File: src/rtl/mem_bus_arbiter.sv
// Two-port arbiter sharing one 32-bit memory bus between instruction fetch and the data port.
// One transaction in flight at a time. The data port has priority, but fetch wins after STARVE_MAX consecutive losses.
module mem_bus_arbiter #(
  parameter int STARVE_MAX = 4,
  parameter int TIMEOUT    = 16
) (
  input  logic        clk,
  input  logic        rst,
  input  logic        if_req,
  input  logic [31:0] if_addr,
  output logic        if_ack,
  output logic [31:0] if_rdata,
  output logic        if_err,
  input  logic        d_req,
  input  logic        d_we,
  input  logic [31:0] d_addr,
  input  logic [31:0] d_wdata,
  input  logic [3:0]  d_wstrb,
  output logic        d_ack,
  output logic [31:0] d_rdata,
  output logic        d_err,
  output logic        bus_req,
  output logic        bus_we,
  output logic [31:0] bus_addr,
  output logic [31:0] bus_wdata,
  output logic [3:0]  bus_wstrb,
  input  logic        bus_ack,
  input  logic [31:0] bus_rdata
);

  typedef enum logic [1:0] {S_IDLE = 2'd0, S_BUSY = 2'd1, S_RESP = 2'd2} state_e;
  localparam int TO_W = (TIMEOUT > 2) ? $clog2(TIMEOUT) : 1;

  state_e          state_q, state_d;
  logic            owner_q, owner_d;            // 1 = data port owns the bus
  logic [3:0]      starve_cnt_q, starve_cnt_d;
  logic [TO_W-1:0] to_cnt_q, to_cnt_d;
  logic            bus_req_q, bus_req_d;
  logic            bus_we_q, bus_we_d;
  logic [31:0]     bus_addr_q, bus_addr_d;
  logic [31:0]     bus_wdata_q, bus_wdata_d;
  logic [3:0]      bus_wstrb_q, bus_wstrb_d;
  logic [31:0]     if_rdata_q, if_rdata_d, d_rdata_q, d_rdata_d;
  logic            if_err_q, if_err_d, d_err_q, d_err_d;

  logic        any_req, d_wins, timeout_hit, bus_done;
  logic [31:0] resp_rdata;

  assign any_req     = if_req | d_req;
  assign d_wins      = d_req & ~(if_req & (starve_cnt_q == 4'(STARVE_MAX)));
  assign timeout_hit = (TIMEOUT != 0) && (to_cnt_q == TO_W'(TIMEOUT - 1));
  assign bus_done    = bus_ack | timeout_hit;
  // Stores and timeouts return zero data.
  assign resp_rdata  = (bus_ack && !bus_we_q) ? bus_rdata : 32'h0;

  always_ff @(posedge clk) begin
    if (rst) begin
      state_q      <= S_IDLE;
      owner_q      <= 1'b0;
      starve_cnt_q <= '0;
      to_cnt_q     <= '0;
      bus_req_q    <= 1'b0;
      bus_we_q     <= 1'b0;
      bus_addr_q   <= '0;
      bus_wdata_q  <= '0;
      bus_wstrb_q  <= '0;
      if_rdata_q   <= '0;
      if_err_q     <= 1'b0;
      d_rdata_q    <= '0;
      d_err_q      <= 1'b0;
    end else begin
      state_q      <= state_d;
      owner_q      <= owner_d;
      starve_cnt_q <= starve_cnt_d;
      to_cnt_q     <= to_cnt_d;
      bus_req_q    <= bus_req_d;
      bus_we_q     <= bus_we_d;
      bus_addr_q   <= bus_addr_d;
      bus_wdata_q  <= bus_wdata_d;
      bus_wstrb_q  <= bus_wstrb_d;
      if_rdata_q   <= if_rdata_d;
      if_err_q     <= if_err_d;
      d_rdata_q    <= d_rdata_d;
      d_err_q      <= d_err_d;
    end
  end

  always_comb begin
    state_d = state_q;
    case (state_q)
      S_IDLE:  if (any_req) state_d = S_BUSY;
      S_BUSY:  if (bus_done) state_d = S_RESP;
      S_RESP:  state_d = S_IDLE;
      default: state_d = S_IDLE;
    endcase
  end

  always_comb begin
    owner_d      = owner_q;
    starve_cnt_d = starve_cnt_q;
    to_cnt_d     = to_cnt_q;
    bus_req_d    = bus_req_q;
    bus_we_d     = bus_we_q;
    bus_addr_d   = bus_addr_q;
    bus_wdata_d  = bus_wdata_q;
    bus_wstrb_d  = bus_wstrb_q;
    if_rdata_d   = if_rdata_q;
    if_err_d     = if_err_q;
    d_rdata_d    = d_rdata_q;
    d_err_d      = d_err_q;
    case (state_q)
      S_IDLE: begin
        if (any_req) begin
          bus_req_d = 1'b1;
          owner_d   = d_wins;
          if (d_wins) begin
            bus_we_d    = d_we;
            bus_addr_d  = d_addr;
            bus_wdata_d = d_wdata;
            bus_wstrb_d = d_we ? d_wstrb : 4'b0000;
            if (if_req && (starve_cnt_q != 4'hF)) starve_cnt_d = starve_cnt_q + 4'd1;
          end else begin
            bus_we_d     = 1'b0;
            bus_addr_d   = if_addr;
            bus_wdata_d  = '0;
            bus_wstrb_d  = 4'b0000;
            starve_cnt_d = '0;
          end
        end
      end
      S_BUSY: begin
        to_cnt_d = to_cnt_q + TO_W'(1);
        if (bus_done) begin
          bus_req_d = 1'b0;
          if (owner_q) begin
            d_rdata_d = resp_rdata;
            d_err_d   = ~bus_ack;
          end else begin
            if_rdata_d = resp_rdata;
            if_err_d   = ~bus_ack;
          end
        end
      end
      S_RESP:  to_cnt_d = '0;
      default: ;
    endcase
  end

  always_comb begin
    if_ack = 1'b0;
    d_ack  = 1'b0;
    if (state_q == S_RESP) begin
      if_ack = ~owner_q;
      d_ack  = owner_q;
    end
  end

  assign if_rdata  = if_rdata_q;
  assign if_err    = if_err_q;
  assign d_rdata   = d_rdata_q;
  assign d_err     = d_err_q;
  assign bus_req   = bus_req_q;
  assign bus_we    = bus_we_q;
  assign bus_addr  = bus_addr_q;
  assign bus_wdata = bus_wdata_q;
  assign bus_wstrb = bus_wstrb_q;

endmodule

File: config.mk
export PLATFORM = sky130hd
export DESIGN_NAME = mem_bus_arbiter
export DESIGN_NICKNAME = d
export VERILOG_FILES = /design/src/rtl/mem_bus_arbiter.sv
export SDC_FILE = /design/constraint.sdc
export NUM_CORES = 1
export LEC_CHECK = 0
export CAP_MARGIN = 25
export CORE_MARGIN = 2
export CORE_UTILIZATION = 25
export CTS_CLUSTER_DIAMETER = 120
export DETAILED_ROUTE_END_ITERATION = 10
export DONT_BUFFER_PORTS = 1
export GPL_TIMING_DRIVEN = 1
export HOLD_SLACK_MARGIN = 0.03
export PLACE_DENSITY = 0.38
export SYNTH_ARGS = -nofsm -noshare
export SYNTH_HDL_FRONTEND = slang
export SYNTH_SLANG_ARGS = --single-unit
File: constraint.sdc
create_clock -name clk -period 5.1 [get_ports clk]
set_clock_uncertainty 0.15 [all_clocks]
set_input_delay 0.51 -clock clk [delete_from_list [all_inputs] [get_ports clk]]
set_output_delay 0.51 -clock clk [all_outputs]
set_load 0.05 [all_outputs]
==> impl_metrics.py <==
metrics = {
    "outcome": {
        "status": "finished clean",
    },
    "cts": {
        "cts_resized": 0,
        "cts_buffer_depth": 2,
        "clkSinkCount": 147,
        "cts_hold_buf": 4,
        "clk_pin_slew_ns": 0.06,
        "clk_latency_ns": 0.42,
        "cts_tree": "done",
        "cts_root_buf": "clkbuf_16",
        "postCtsSetupRepairBufs": 0,
        "cts_inserted_buffers": 17,
        "htree_levels": 4,
    },
    "final_layout": {
        "layout-drive-gt1-share": 0.0720,
        "postLayoutCellArea_um2": 7120,
        "syn2layout_area_growth_pct": 14.0,
        "nNetsFinal": 799,
        "n_antenna_cell": 0,
    },
    "worst_setup_path": {
        "path_cells": "inv_1 > ha_1 > nor2b_1",
        "critPathBufInv": 1,
        "required_ns": 4.44,
        "crit_path_start_kind": "register",
        "cp_slowest_cell": "nor2b_1",
        "critPathArrivalTime_ns": 1.98,
        "cp_num_cells": 3,
        "cp_top_family": "simple AND/OR/NAND/NOR gates",
        "worst_r2r_endpoint": "bus_wstrb[3]$_SDFFE_PP0P_",
        "path_max_fanout": 8,
        "cp-end-kind": "output port",
        "worstSetupPathType": "reg2out",
        "max_stage_delay_ns": 0.79,
        "worst-r2r-setup-slack_ns": 2.60,
        "reg2reg_from": "starve_cnt_q[0]$_SDFFE_PP0P_",
        "rr_worst_depth": 6,
        "startpoint": "state_q[0]$_SDFFE_PP0P_",
    },
    "timing": {
        "clock.fmax_mhz": 379,
        "tns_ns": 0,
        "layout_setup_ws_ns": 2.46,
        "min_period_ns": 2.64,
        "hold_viol": 0,
        "drv_slew": 0,
        "setup_viol_count_final": 0,
        "relSlewSlack": 0.379,
        "worst_pin_slew_ns": 0.930,
        "fin_crit_sh": 0.517,
        "rsz0062_at_grt": "false",
    },
    "floorplanning": {
        "core.rowCount": 57,
        "ioPinCount": 276,
        "dieArea_um2": 26200,
        "initial_core_util": 0.256,
        "core_um2": 24400,
        "die_w_um": 162,
        "fp.dieH_um": 162,
    },
    "worst_hold_path": {
        "worstHoldPathCells": 2,
        "hold_path_end": "bus_wstrb[0]$_SDFFE_PP0P_",
        "hold_path_class": "in2reg",
        "hold_start": "d_wstrb[0]",
    },
    "logic_synthesis": {
        "synth_top_area_cell": "dfxtp_1",
        "synth_area_per_cell_um2": 9.10,
        "synthMuxAreaShare": 0.104,
        "synthAdderAreaFrac": 0.0140,
        "synth_compound_area_frac": 0.135,
        "yosys_warnings": 0,
        "synth_top_family_by_area": "simple AND/OR/NAND/NOR gates",
        "synth_area_um2": 6240,
        "synth.yosys.seq_area_share": 0.471,
        "synth.distinct_cells": 43,
        "synth-seq-cells": 147,
        "synth_xor_area_frac": 0,
        "synthTopCellsByArea": "dfxtp_1, mux2i_1, nand2b_1",
        "synth_top_area_share": 0.471,
        "yosys.area_share.simple": 0.225,
        "synth_nets": 831,
        "synthCells": 686,
    },
    "placed_design": {
        "portBuffers": 0,
        "hpwl_um": 12700,
        "place.gp.congestion": 0.750,
        "dpl_cell_area_um2": 6430,
        "place_ws_ns": 2.48,
    },
    "pwr": {
        "powerDensity_nw_per_um2": 454,
        "vdd_drop_max_v": 0.000183,
        "finalPower_w": 0.00323,
        "leakagePower_nw": 2.36,
    },
    "route": {
        "antenna_left": 0,
        "dr.first_iter.drc_count": 399,
        "viasPerCell": 5.00,
        "drt_wl_total_um": 19600,
        "wl_per_cell_um": 19.7,
        "vias": 4954,
        "dr.pass1.iters": 5,
        "drc": 0,
    },
    "global_route": {
        "track_usage": 0.145,
        "grt_max_degree": 89,
        "gr-total-overflow": 0,
        "first_global_vias": 4953,
        "grt_pass1_wl_um": 29400,
        "antenna_found_initial": 0,
    },
    "flow_run": {
        "maxCapViolCount": 0,
    },
}
-- worst reg2reg max path, delay by kind of cell (launching register included) --
kind                       cells  cell delay [ns]
AOI/OAI and AO/OA              1             0.23
adders and majority gates      1             0.21
buffers and inverters          2             0.65
DFF                            1             0.40
and+or+nand+nor                2             0.79
-- where the power goes --
part / leakage, nW / internal, W / switching [W] / total, W
registers: 1.20 / 0.00124 / 0.000348 / 0.00158
logic: 0.860 / 0.000131 / 0.000208 / 0.000339
clock network: 0.297 / 0.000773 / 0.000535 / 0.00131
total: 2.36 / 0.00214 / 0.00109 / 0.00323
-- state kept, by name, summed over array words and instances, names as in the netlist --
register and flops:
bus_addr 32, bus_wstrb 4, if_err 1, bus_req 1, to_cnt_q 4, owner_q 1
d_rdata 32, starve_cnt_q 4, if_rdata 32, bus_we 1, bus_wdata 32, state_q 2
d_err 1
-- routing by layer --
metal	wire, um	vias to the layer above	GRT usage
li1	-	2359	-
met1	7730	2381	0.168
met2	9800	187	0.245
met3	1480	27	0.0447
met4	557	0	0.0676
met5	0	-	0
-- through the flow --
step / util / std cells / hold slack (ns)
after floorplan: - / 686 / 0.315
after global placement: 0.264 / 954 / 0.334
after detailed placement: 0.264 / 954 / 0.351
after CTS: 0.291 / 990 / 0.0492
after global routing: 0.292 / 991 / 0.0720
final: 0.292 / 991 / 0.0899
-- cells in the final DEF (no fill, tap or decap), types with 3 or more instances in the layout --
cell             n
dfxtp_1        147
ha_1             7
dlygate4sd3_1    3
nand3_1         35
a311oi_1        32
nor2_1          37
inv_6            4
nand2b_1        72
o21ai_1          3
nand4_1         33
inv_1            9
clkinv_4         3
clkbuf_8         3
o21ai_0         39
nor2b_1          3
buf_4            6
nand3b_1         5
clkbuf_16       17
a21oi_1         39
a31oi_1          3
mux2i_1         65
nand2_1         67
-- how the worst max path moves through the flow --
stage / end / slack (ns)
floorplan: if_ack / 3.07
global placement: bus_addr[3]$_SDFFE_PP0P_ / 2.62
detailed placement: bus_addr[24]$_SDFFE_PP0P_ / 2.48
CTS: if_ack / 2.42
global route: bus_addr[24]$_SDFFE_PP0P_ / 2.32
finish: if_ack / 2.46
-- layout make-up --
cell class,instances,area (um2)
Sequential cell,147,2940
Timing Repair Buffer,11,123
Tap cell,324,405
Fill cell,2607,17300
Inverter,9,33.8
Clock buffer,21,470
Multi-Input combinational cell,468,3000
Clock inverter,11,140
-- cells in the mapped netlist, drive strengths merged --
master,number
dfxtp,147
nand2b,72
nand2,67
mux2i,65
o21ai,43
a21oi,39
nor2,37
clkbuf,35
nand3,35
nand4,33
a311oi,32
buf,27
inv,9
ha,7
nand3b,5
a31oi,4
nor2b,3
nor3b,3
o21a,3
a211oi,2
nor3,2
o311ai,2
o32ai,2
or4,2
a21o,1
a22oi,1
a32oi,1
and2,1
and4,1
and4b,1
nand4b,1
nor4bb,1
o31ai,1
or3,1
-- logic make-up (layout without fill, tap and decap cells) --
family | count (synthesis) | after routing
AND/OR/NAND/NOR | 265 | 265
buffers and inverters | 71 | 52
AO/OA/AOI/OAI | 131 | 131
adder cells (fa/ha/maj) | 7 | 7
multiplexers | 65 | 65
flip-flops | 147 | 147
No activity file was read; power rests on OpenSTA's default activity.
